<file path="src/rtl/risc_pkg.sv">
// Shared encodings for the RISC pipeline sequencer: operand-bypass selects,
// the MD value that marks a load, and the PC the core starts from.
package risc_pkg;

    typedef enum logic [1:0] {
        FWD_RF = 2'b00,
        FWD_EX = 2'b01,
        FWD_WB = 2'b10
    } fwd_sel_e;

    localparam logic MD_LOAD  = 1'b1;
    localparam int   RESET_PC = 0;

endpackage

</file>
<file path="src/rtl/risc_pipe_ctrl_if.sv">
// Bundle between the pipeline sequencer (master) and the datapath/imem side (slave).
interface risc_pipe_ctrl_if
    import risc_pkg::*;
#(
    parameter int DATA_W = 32,
    parameter int PC_W   = 14,
    parameter int REG_AW = 5
);
    logic [PC_W-1:0]   imem_addr;
    logic              imem_ready;
    logic [DATA_W-1:0] imem_rdata;
    logic [DATA_W-1:0] ir;
    logic [PC_W-1:0]   pc_1;
    logic [PC_W-1:0]   pc_2;
    logic [REG_AW-1:0] dec_aa;
    logic [REG_AW-1:0] dec_ba;
    logic              dec_use_a;
    logic              dec_use_b;
    logic              dec_rw;
    logic [REG_AW-1:0] dec_da;
    logic              dec_load;
    logic              br_taken;
    logic [PC_W-1:0]   br_target;
    logic              stall;
    fwd_sel_e          fwd_a;
    fwd_sel_e          fwd_b;
    logic              ex_valid;
    logic              wb_valid;
    logic              ex_rw;
    logic              wb_rw;
    logic [REG_AW-1:0] wb_da;

    modport master (
        output imem_addr, ir, pc_1, pc_2, stall, fwd_a, fwd_b,
               ex_valid, wb_valid, ex_rw, wb_rw, wb_da,
        input  imem_ready, imem_rdata, dec_aa, dec_ba, dec_use_a, dec_use_b,
               dec_rw, dec_da, dec_load, br_taken, br_target
    );

    modport slave (
        input  imem_addr, ir, pc_1, pc_2, stall, fwd_a, fwd_b,
               ex_valid, wb_valid, ex_rw, wb_rw, wb_da,
        output imem_ready, imem_rdata, dec_aa, dec_ba, dec_use_a, dec_use_b,
               dec_rw, dec_da, dec_load, br_taken, br_target
    );

endinterface

</file>
<file path="src/rtl/risc_hazard_unit.sv">
// Combinational RAW detection for the two DOF sources against the EX and WB
// producers; yields bypass selects and the stall request.
module risc_hazard_unit
    import risc_pkg::*;
#(
    parameter int REG_AW  = 5,
    parameter int FORWARD = 1
) (
    input  logic              dof_valid,
    input  logic              use_a,
    input  logic [REG_AW-1:0] aa,
    input  logic              use_b,
    input  logic [REG_AW-1:0] ba,
    input  logic              ex_rw,
    input  logic [REG_AW-1:0] ex_da,
    input  logic              ex_load,
    input  logic              wb_rw,
    input  logic [REG_AW-1:0] wb_da,
    output fwd_sel_e          fwd_a,
    output fwd_sel_e          fwd_b,
    output logic              stall
);
    localparam bit FWD_EN = (FORWARD != 0);

    logic [1:0]        src_use;
    logic [REG_AW-1:0] src_addr [2];
    logic [1:0]        ex_hit;
    logic [1:0]        wb_hit;
    fwd_sel_e          src_fwd  [2];

    assign src_use     = {use_b, use_a};
    assign src_addr[0] = aa;
    assign src_addr[1] = ba;

    // EX is checked first: it holds the younger write to the same register.
    for (genvar gi = 0; gi < 2; gi++) begin : g_src
        assign ex_hit[gi] = dof_valid && src_use[gi] && (src_addr[gi] != '0)
                            && ex_rw && (src_addr[gi] == ex_da);
        assign wb_hit[gi] = dof_valid && src_use[gi] && (src_addr[gi] != '0)
                            && wb_rw && (src_addr[gi] == wb_da);
        assign src_fwd[gi] = (FWD_EN && ex_hit[gi] && !ex_load) ? FWD_EX :
                             (FWD_EN && wb_hit[gi])             ? FWD_WB : FWD_RF;
    end

    assign fwd_a = src_fwd[0];
    assign fwd_b = src_fwd[1];
    assign stall = FWD_EN ? ((|ex_hit) && ex_load) : ((|ex_hit) || (|wb_hit));

endmodule

</file>
<file path="src/rtl/risc_pipe_ctrl.sv">
// Pipeline sequencer: owns PC and the IF/DOF/EX/WB valid and destination
// registers; resolves hazards via risc_hazard_unit and redirects on branches.
module risc_pipe_ctrl
    import risc_pkg::*;
#(
    parameter int DATA_W  = 32,
    parameter int PC_W    = 14,
    parameter int REG_AW  = 5,
    parameter int FORWARD = 1
) (
    input logic             clk,
    input logic             reset,
    risc_pipe_ctrl_if.master bus
);
    logic [PC_W-1:0]   pc_reg, pc_1_reg, pc_2_reg, pc_inc;
    logic [DATA_W-1:0] ir_reg;
    logic              dof_valid_reg;
    logic              ex_valid_reg, ex_rw_reg, ex_load_reg;
    logic [REG_AW-1:0] ex_da_reg;
    logic              wb_valid_reg, wb_rw_reg;
    logic [REG_AW-1:0] wb_da_reg;
    logic              haz_stall, redirect;
    fwd_sel_e          fwd_a, fwd_b;

    risc_hazard_unit #(.REG_AW(REG_AW), .FORWARD(FORWARD)) u_hazard (
        .dof_valid (dof_valid_reg),
        .use_a     (bus.dec_use_a),
        .aa        (bus.dec_aa),
        .use_b     (bus.dec_use_b),
        .ba        (bus.dec_ba),
        .ex_rw     (ex_rw_reg),
        .ex_da     (ex_da_reg),
        .ex_load   (ex_load_reg),
        .wb_rw     (wb_rw_reg),
        .wb_da     (wb_da_reg),
        .fwd_a     (fwd_a),
        .fwd_b     (fwd_b),
        .stall     (haz_stall)
    );

    assign pc_inc   = pc_reg + PC_W'(1);
    assign redirect = bus.br_taken && ex_valid_reg;

    always_ff @(posedge clk or posedge reset) begin
        if (reset) begin
            pc_reg        <= PC_W'(RESET_PC);
            ir_reg        <= '0;
            pc_1_reg      <= '0;
            pc_2_reg      <= '0;
            dof_valid_reg <= 1'b0;
            ex_valid_reg  <= 1'b0;
            ex_rw_reg     <= 1'b0;
            ex_da_reg     <= '0;
            ex_load_reg   <= 1'b0;
            wb_valid_reg  <= 1'b0;
            wb_rw_reg     <= 1'b0;
            wb_da_reg     <= '0;
        end else begin
            wb_valid_reg <= ex_valid_reg;
            wb_rw_reg    <= ex_valid_reg && ex_rw_reg;
            wb_da_reg    <= ex_da_reg;
            // A taken branch squashes DOF and EX and wins over stall and fetch.
            if (redirect) begin
                pc_reg        <= bus.br_target;
                dof_valid_reg <= 1'b0;
                ex_valid_reg  <= 1'b0;
                ex_rw_reg     <= 1'b0;
                ex_load_reg   <= 1'b0;
            end else if (haz_stall) begin
                ex_valid_reg <= 1'b0;
                ex_rw_reg    <= 1'b0;
                ex_load_reg  <= 1'b0;
            end else begin
                ex_valid_reg <= dof_valid_reg;
                ex_rw_reg    <= dof_valid_reg && bus.dec_rw;
                ex_da_reg    <= bus.dec_da;
                ex_load_reg  <= dof_valid_reg && (bus.dec_load == MD_LOAD);
                pc_2_reg     <= pc_1_reg;
                if (bus.imem_ready) begin
                    ir_reg        <= bus.imem_rdata;
                    pc_1_reg      <= pc_inc;
                    pc_reg        <= pc_inc;
                    dof_valid_reg <= 1'b1;
                end else begin
                    dof_valid_reg <= 1'b0;
                end
            end
        end
    end

    assign bus.imem_addr = pc_reg;
    assign bus.ir        = ir_reg;
    assign bus.pc_1      = pc_1_reg;
    assign bus.pc_2      = pc_2_reg;
    assign bus.stall     = haz_stall && !redirect;
    assign bus.fwd_a     = fwd_a;
    assign bus.fwd_b     = fwd_b;
    assign bus.ex_valid  = ex_valid_reg;
    assign bus.wb_valid  = wb_valid_reg;
    assign bus.ex_rw     = ex_rw_reg;
    assign bus.wb_rw     = wb_rw_reg;
    assign bus.wb_da     = wb_da_reg;

endmodule

</file>
<file path="src/flat_wrapper.sv">
// flat-port wrapper written by rule: the top's interface ports become plain ports
module risc_pipe_ctrl_flat import risc_pkg::*;
#(
    parameter int DATA_W  = 32,
    parameter int PC_W    = 14,
    parameter int REG_AW  = 5,
    parameter int FORWARD = 1
)
  (clk, reset, bus_imem_addr, bus_ir, bus_pc_1, bus_pc_2, bus_stall, bus_fwd_a, bus_fwd_b, bus_ex_valid, bus_wb_valid, bus_ex_rw, bus_wb_rw, bus_wb_da, bus_imem_ready, bus_imem_rdata, bus_dec_aa, bus_dec_ba, bus_dec_use_a, bus_dec_use_b, bus_dec_rw, bus_dec_da, bus_dec_load, bus_br_taken, bus_br_target);
  risc_pipe_ctrl_if #(.DATA_W(DATA_W), .PC_W(PC_W), .REG_AW(REG_AW)) bus_i ();
  input logic clk;
  input logic reset;
  output wire logic [$bits(bus_i.imem_addr)-1:0] bus_imem_addr;
  output wire logic [$bits(bus_i.ir)-1:0] bus_ir;
  output wire logic [$bits(bus_i.pc_1)-1:0] bus_pc_1;
  output wire logic [$bits(bus_i.pc_2)-1:0] bus_pc_2;
  output wire logic [$bits(bus_i.stall)-1:0] bus_stall;
  output wire logic [$bits(bus_i.fwd_a)-1:0] bus_fwd_a;
  output wire logic [$bits(bus_i.fwd_b)-1:0] bus_fwd_b;
  output wire logic [$bits(bus_i.ex_valid)-1:0] bus_ex_valid;
  output wire logic [$bits(bus_i.wb_valid)-1:0] bus_wb_valid;
  output wire logic [$bits(bus_i.ex_rw)-1:0] bus_ex_rw;
  output wire logic [$bits(bus_i.wb_rw)-1:0] bus_wb_rw;
  output wire logic [$bits(bus_i.wb_da)-1:0] bus_wb_da;
  input wire logic [$bits(bus_i.imem_ready)-1:0] bus_imem_ready;
  input wire logic [$bits(bus_i.imem_rdata)-1:0] bus_imem_rdata;
  input wire logic [$bits(bus_i.dec_aa)-1:0] bus_dec_aa;
  input wire logic [$bits(bus_i.dec_ba)-1:0] bus_dec_ba;
  input wire logic [$bits(bus_i.dec_use_a)-1:0] bus_dec_use_a;
  input wire logic [$bits(bus_i.dec_use_b)-1:0] bus_dec_use_b;
  input wire logic [$bits(bus_i.dec_rw)-1:0] bus_dec_rw;
  input wire logic [$bits(bus_i.dec_da)-1:0] bus_dec_da;
  input wire logic [$bits(bus_i.dec_load)-1:0] bus_dec_load;
  input wire logic [$bits(bus_i.br_taken)-1:0] bus_br_taken;
  input wire logic [$bits(bus_i.br_target)-1:0] bus_br_target;
  assign bus_imem_addr = bus_i.imem_addr;
  assign bus_ir = bus_i.ir;
  assign bus_pc_1 = bus_i.pc_1;
  assign bus_pc_2 = bus_i.pc_2;
  assign bus_stall = bus_i.stall;
  assign bus_fwd_a = bus_i.fwd_a;
  assign bus_fwd_b = bus_i.fwd_b;
  assign bus_ex_valid = bus_i.ex_valid;
  assign bus_wb_valid = bus_i.wb_valid;
  assign bus_ex_rw = bus_i.ex_rw;
  assign bus_wb_rw = bus_i.wb_rw;
  assign bus_wb_da = bus_i.wb_da;
  assign bus_i.imem_ready = bus_imem_ready;
  assign bus_i.imem_rdata = bus_imem_rdata;
  assign bus_i.dec_aa = bus_dec_aa;
  assign bus_i.dec_ba = bus_dec_ba;
  assign bus_i.dec_use_a = bus_dec_use_a;
  assign bus_i.dec_use_b = bus_dec_use_b;
  assign bus_i.dec_rw = bus_dec_rw;
  assign bus_i.dec_da = bus_dec_da;
  assign bus_i.dec_load = bus_dec_load;
  assign bus_i.br_taken = bus_br_taken;
  assign bus_i.br_target = bus_br_target;
  risc_pipe_ctrl #(.DATA_W(DATA_W), .PC_W(PC_W), .REG_AW(REG_AW), .FORWARD(FORWARD)) u_core (.clk(clk), .reset(reset), .bus(bus_i));
endmodule
</file>
<file path="config.mk">
export PLATFORM = sky130hd
export DESIGN_NAME = risc_pipe_ctrl_flat
export DESIGN_NICKNAME = d
export VERILOG_FILES = /design/src/rtl/risc_pkg.sv /design/src/rtl/risc_pipe_ctrl_if.sv /design/src/rtl/risc_hazard_unit.sv /design/src/rtl/risc_pipe_ctrl.sv /design/src/flat_wrapper.sv
export SDC_FILE = /design/constraint.sdc
export NUM_CORES = 1
export LEC_CHECK = 0
export CORE_MARGIN = 10
export CORE_UTILIZATION = 35
export DETAILED_ROUTE_END_ITERATION = 6
export GPL_ROUTABILITY_DRIVEN = 0
export PLACE_DENSITY = 0.62
export SETUP_SLACK_MARGIN = 0.05
export SLEW_MARGIN = 5
export SYNTH_ARGS = -nofsm -noshare
export SYNTH_HDL_FRONTEND = slang
export SYNTH_SLANG_ARGS = --single-unit
</file>
<file path="constraint.sdc">
create_clock -name clk -period 7.65 [get_ports clk]
set_input_delay 1.1475 -clock clk [delete_from_list [all_inputs] [get_ports clk]]
set_output_delay 1.1475 -clock clk [all_outputs]
set_load 0.01 [all_outputs]
</file>
== Yosys cells after proc, flatten, opt, wreduce, memory -nomap -nowiden ==
Index checks and enable logic that the tools add are counted.
W data, S select, Z words.

* $add $sub $neg: 1
* $mul: 0
* Div/mod/pow operators: 0
* Order comparisons: 0
* Equality and inequality tests: 5
* Shifts and indexed selects: 0
* Muxes and demuxes: 16
* Bitwise operators: 2
* Reductions and logical operators: 29

{| class="wikitable"
|+ Operator list
! operator !! number
|-
| $mux W14 || 3
|-
| $eq A5 B5 Y1 || 4
|-
| $logic_and A1 B1 Y1 || 20
|-
| $add A14 B1 Y14 const B || 1
|-
| $reduce_bool A5 Y1 || 2
|-
| $mux W1 || 9
|-
| $mux W2 || 4
|-
| $reduce_and A2 Y1 || 2
|-
| $reduce_and A3 Y1 || 1
|-
| $logic_not A1 Y1 || 2
|-
| $ne A2 B2 Y1 const B || 1
|-
| $not A1 Y1 || 2
|-
| $reduce_bool A2 Y1 || 1
|-
| $reduce_or A2 Y1 || 1
|}

* Register bits: 90
* Latch bits: 0
* Bits in writable memories: 0
* Memory bits (read-only): 0
* Input port bits: 69
* Word-level logic and storage cells: 65
* Memories: 0

== Depth between registers and ports, before layout ==
* Depth in word-level cells: 8
* Depth in mapped cells: 8
* Depth with buffers taken out: 7

== Hierarchy ==
Synthesis repeated with hierarchy kept, for this count alone.

* Cells, all modules: 329
* Area, all modules: 3990.1 um^2

{| class="wikitable"
|+ By module, submodules not included
! module !! instances !! cells an instance !! area each (um^2) !! seq. area each (um^2)
|-
| risc_pipe_ctrl || 1 || 288 || 3664.8 || 2252.2
|-
| risc_hazard_unit || 1 || 41 || 325.3 || 0.0
|}

== Least setup slack after synthesis ==
No wires, ideal clock.

* Kind: in2out
* From: in bus_dec_aa[0]
* To: out bus_stall
* Arrival: 2266 ps
* Data required time: 6503 ps
* Slack: 4236 ps
* Stages on the path: 5
* Buffers on the path: 0
* Cells stage by stage: or4_1 o21ai_2 nor3_1 o21ai_4 nor2_1

* Word-level cells in the longest chain between the ends: 7

{| class="wikitable"
|+ RTL lines
! element !! line !! RTL
|-
| from (decl) || flat_wrapper.sv:27 || <nowiki>input wire logic [$bits(bus_i.dec_aa)-1:0] bus_dec_aa;</nowiki>
|-
| $reduce_bool A5 Y1 || risc_hazard_unit.sv:37 || <nowiki>assign ex_hit[gi] = dof_valid && src_use[gi] && (src_addr[gi] != '0)</nowiki>
|-
| $logic_and A1 B1 Y1 || risc_hazard_unit.sv:37 ||
|-
| $logic_and A1 B1 Y1 || risc_hazard_unit.sv:38 || <nowiki>&& ex_rw && (src_addr[gi] == ex_da);</nowiki>
|-
| $logic_and A1 B1 Y1 (*) || risc_hazard_unit.sv:38 ||
|-
| $reduce_or A2 Y1 (*) || risc_hazard_unit.sv:47 || <nowiki>assign stall = FWD_EN ? ((|ex_hit) && ex_load) : ((|ex_hit) || (|wb_hit));</nowiki>
|-
| $logic_and A1 B1 Y1 (*) || risc_hazard_unit.sv:47 ||
|-
| $logic_and A1 B1 Y1 (*) || risc_pipe_ctrl.sv:95 || <nowiki>assign bus.stall = haz_stall && !redirect;</nowiki>
|-
| to (decl) || flat_wrapper.sv:17 || <nowiki>output wire logic [$bits(bus_i.stall)-1:0] bus_stall;</nowiki>
|}

Mark *: on every way between the ends. The rest lies on a longest branch, timed or not.

== Worst setup path in the final report ==
Same ends and word-level chain as after synthesis.

==> key figures <==
Detailed routing
  – Vias per cell: 4.97
  – Antenna Nets Post-Route: 0
  – Post-route DRC violation count: 0
  – Routed WL per cell: approximately 19 µm
  – DRT Pass-1 Iters: 4
  – Vias: 3107
  – Starting DRT DRC Count: 180
  – Final WL: 12.0 mm

Layout
  – FF/Latch Area: around 2300 µm²
  – Fraction of layout cells with a size suffix above 1: 0.183
  – Fin area: 6100 µm²
  – Finished Layout Cells: 625
  – Max FFs per register: 32
  – ANT cells: 0
  – Area of the multi-input gates: between 1500 and 2000 µm²
  – Area Growth Syn to Fin: 48.5%
  – Fillers: 975
  – Final-stage net count: about 550

Clock tree
  – PostCTS Resize Cnt: 0
  – H-tree levels: 3
  – CTS clock-pin slew for the worst setup and hold paths: roughly 0.060 ns
  – Worst-skew pair later-pin latency: roughly 0.33 ns
  – Post-CTS Setup Inserts: 0
  – Clock root cell: clkbuf_16
  – Max clock buf depth: 2
  – TritonCTS clock tree: built
  – Cts hold-fix bufs: 0
  – # clock sinks: 90
  – Num CTS Buffers: 9

Run status
  – Status: complete, no violations

STA
  – Highest Clock Rate: 220 MHz
  – Fin. max-slew vios: 0
  – Final Cycle Share: 0.595
  – Endpoints failing setup: 0
  – Slew headroom: 0.486
  – Worst slew pin tran: 0.770 ns
  – Final WS setup: 3.10 ns
  – Clock skew: 0.00755 ns
  – Unrepaired setup endpoints after global routing: false
  – Final hold vios: 0
  – Setup TNS: 0 ns
  – Final hold slack: about 0.43 ns
  – Min Tclk post-route: 4.55 ns

Logic synthesis
  – Synth top area share: 0.548
  – Mapped Area: between 4000 and 5000 µm²
  – Register area share after synthesis: 0.548
  – Post-synth top cells: dfrtp_1 (90), mux2_2 (46), xnor2_1 (18), mux2_4 (17), nand2_1 (15)
  – Synthesized Nets: around 390
  – Syn Area/Cell: 12.7 µm²
  – Post-Syn Instances: 323
  – Dominant cell type by area after synthesis: dfrtp_1
  – Register bit total from synthesis: 90
  – Area contributors post-synth: dfrtp_1 (55%), mux2_2 (13%), mux2_4 (6.2%)
  – Top_reg_cell synth: dfrtp_1
  – Unique masters post-synth: 34
  – Post-synth EDFFs: 0
  – Async set-or-reset flop fraction in the synthesized netlist: 1.00
  – Count leader, synth: dfrtp_1
  – Yosys warnings: 0

Setup path
  – Critical path arrival: approximately 3.4 ns
  – Worst Path Required: ~6.5 ns
  – Setup CP Type: in -> out
  – CP Capture Type: primary output
  – Worst setup SP type: input port
  – Worst-path fanout max: 10

Floorplanning
  – IO Count: between 150 and 200
  – Die area: 16500 µm²
  – Die Height: 128 µm
  – Initial Util: 0.358
  – Die X: 128 µm
  – Row count: 39
  – Core Box Area: 11500 µm²

Global route
  – Gr ovfl total: 0
  – Global Route Usage Sum: 0.145
  – Global-route wire length before repair: 18.9 mm
  – Largest net degree at the start of global routing: 53
  – Number of global-route vias before repair: 3434
  – Antenna violations before repair: 0

Place
  – HPWL after DPL: 9.06 mm
  – Setup WS pre-CTS: between 3 and 4 ns
  – IO buf count: around 160
  – DP Area: 5790 µm²
  – Placed cells: approximately 600

Hold path
  – Worst Hold Class: reg -> reg

Power
  – P per Cell Area: 274 nW/µm²
  – Max rail drop VDD: about 0.00012 V
  – Leakage dissipation: 0.00245 µW

Flow run
  – Max-cap violations: 0
[final cells by class]
class                      count  area share
clock buffer                  11      0.0398
clock inverter                 3      0.0107
inverter                       4     0.00287
multi-input combinational    215       0.289
sequential                    90       0.369
tap                          143      0.0293
timing repair buffer         159       0.260
[per-stage QoR]
stage,power [µW],util
2_1_floorplan,904,-
3_3_place_gp,1210,0.505
3_5_place_dp,1220,0.505
4_1_cts,1690,0.532
5_1_grt,1760,0.532
6_report,1670,0.532
[cell families after synthesis]
kind of cell,Yosys count,synth area share
compound gates,35,0.0564
xor+xnor,32,0.0682
fa+ha+maj,1,0.00305
buf+inv,18,0.0231
flops,90,0.548
mux,64,0.191
simple gates,83,0.110
[worst max-delay path: stages]
cell and delay, ns:
clkdlybuf4s50_1 0.48, or4_1 0.57, o21ai_2 0.19, nor3_1 0.12, o21ai_4 0.31, nor2_1 0.10
clkdlybuf4s50_1 0.49
[layout by cell type (no fill, tap or decap), types with 2 or more instances in the layout]
master             n
xor2_1            14
a31oi_1           10
mux2_2            46
inv_1              3
and3_1             6
o21ai_4            2
nand2_1           15
buf_4              3
xnor2_1           18
o211ai_1           6
nor3_1             6
nand4_1            7
a21oi_1            3
nand4b_1           3
and2_1             5
clkbuf_16          9
mux2_4            17
dfrtp_1           90
nand3_1           10
bufinv_16          2
o21ai_0           12
clkdlybuf4s50_1  156
nor4_1             4
or3_1              7
or2_2              2
nor2_1            13
[path summary, 6_finish.rpt]
check                                                start                            end  slack, ns  depth (start not counted)
min in group asynchronous                            reset  u_core.bus.ir[18]$_DFFE_PP0P_       1.20                          2
min                          u_core.bus.ex_valid$_DFF_PP0_  u_core.bus.wb_valid$_DFF_PP0_       0.43                          0
min reg2reg                  u_core.bus.ex_valid$_DFF_PP0_  u_core.bus.wb_valid$_DFF_PP0_       0.43                          0
max reg2reg                u_core.ex_da_reg[3]$_DFFE_PP0P_  u_core.bus.ir[20]$_DFFE_PP0P_       4.77                          7
max in group asynchronous                            reset  u_core.bus.ir[17]$_DFFE_PP0P_       5.39                          3
max                                          bus_dec_aa[0]                      bus_stall       3.10                          7
[per-layer routing]
layer  vias to the layer above  part of all wire  wire length (µm)  GRT usage
met2                        98              0.49              5850      0.237
met4                         0             0.016               187     0.0503
met3                        13             0.079               954     0.0534
met5                         -                 0                 0          0
met1                      1535              0.42              5030      0.172
li1                       1461                 -                 -          -
[power by group]
part | switching [µW] | leakage [µW] | internal [µW]
Clock | 172 | 0.000151 | 291
Combinational | 199 | 0.00127 | 330
Sequential | 93.9 | 0.00103 | 583
Total | 465 | 0.00245 | 1200
Power figures use the tool's default switching activity.
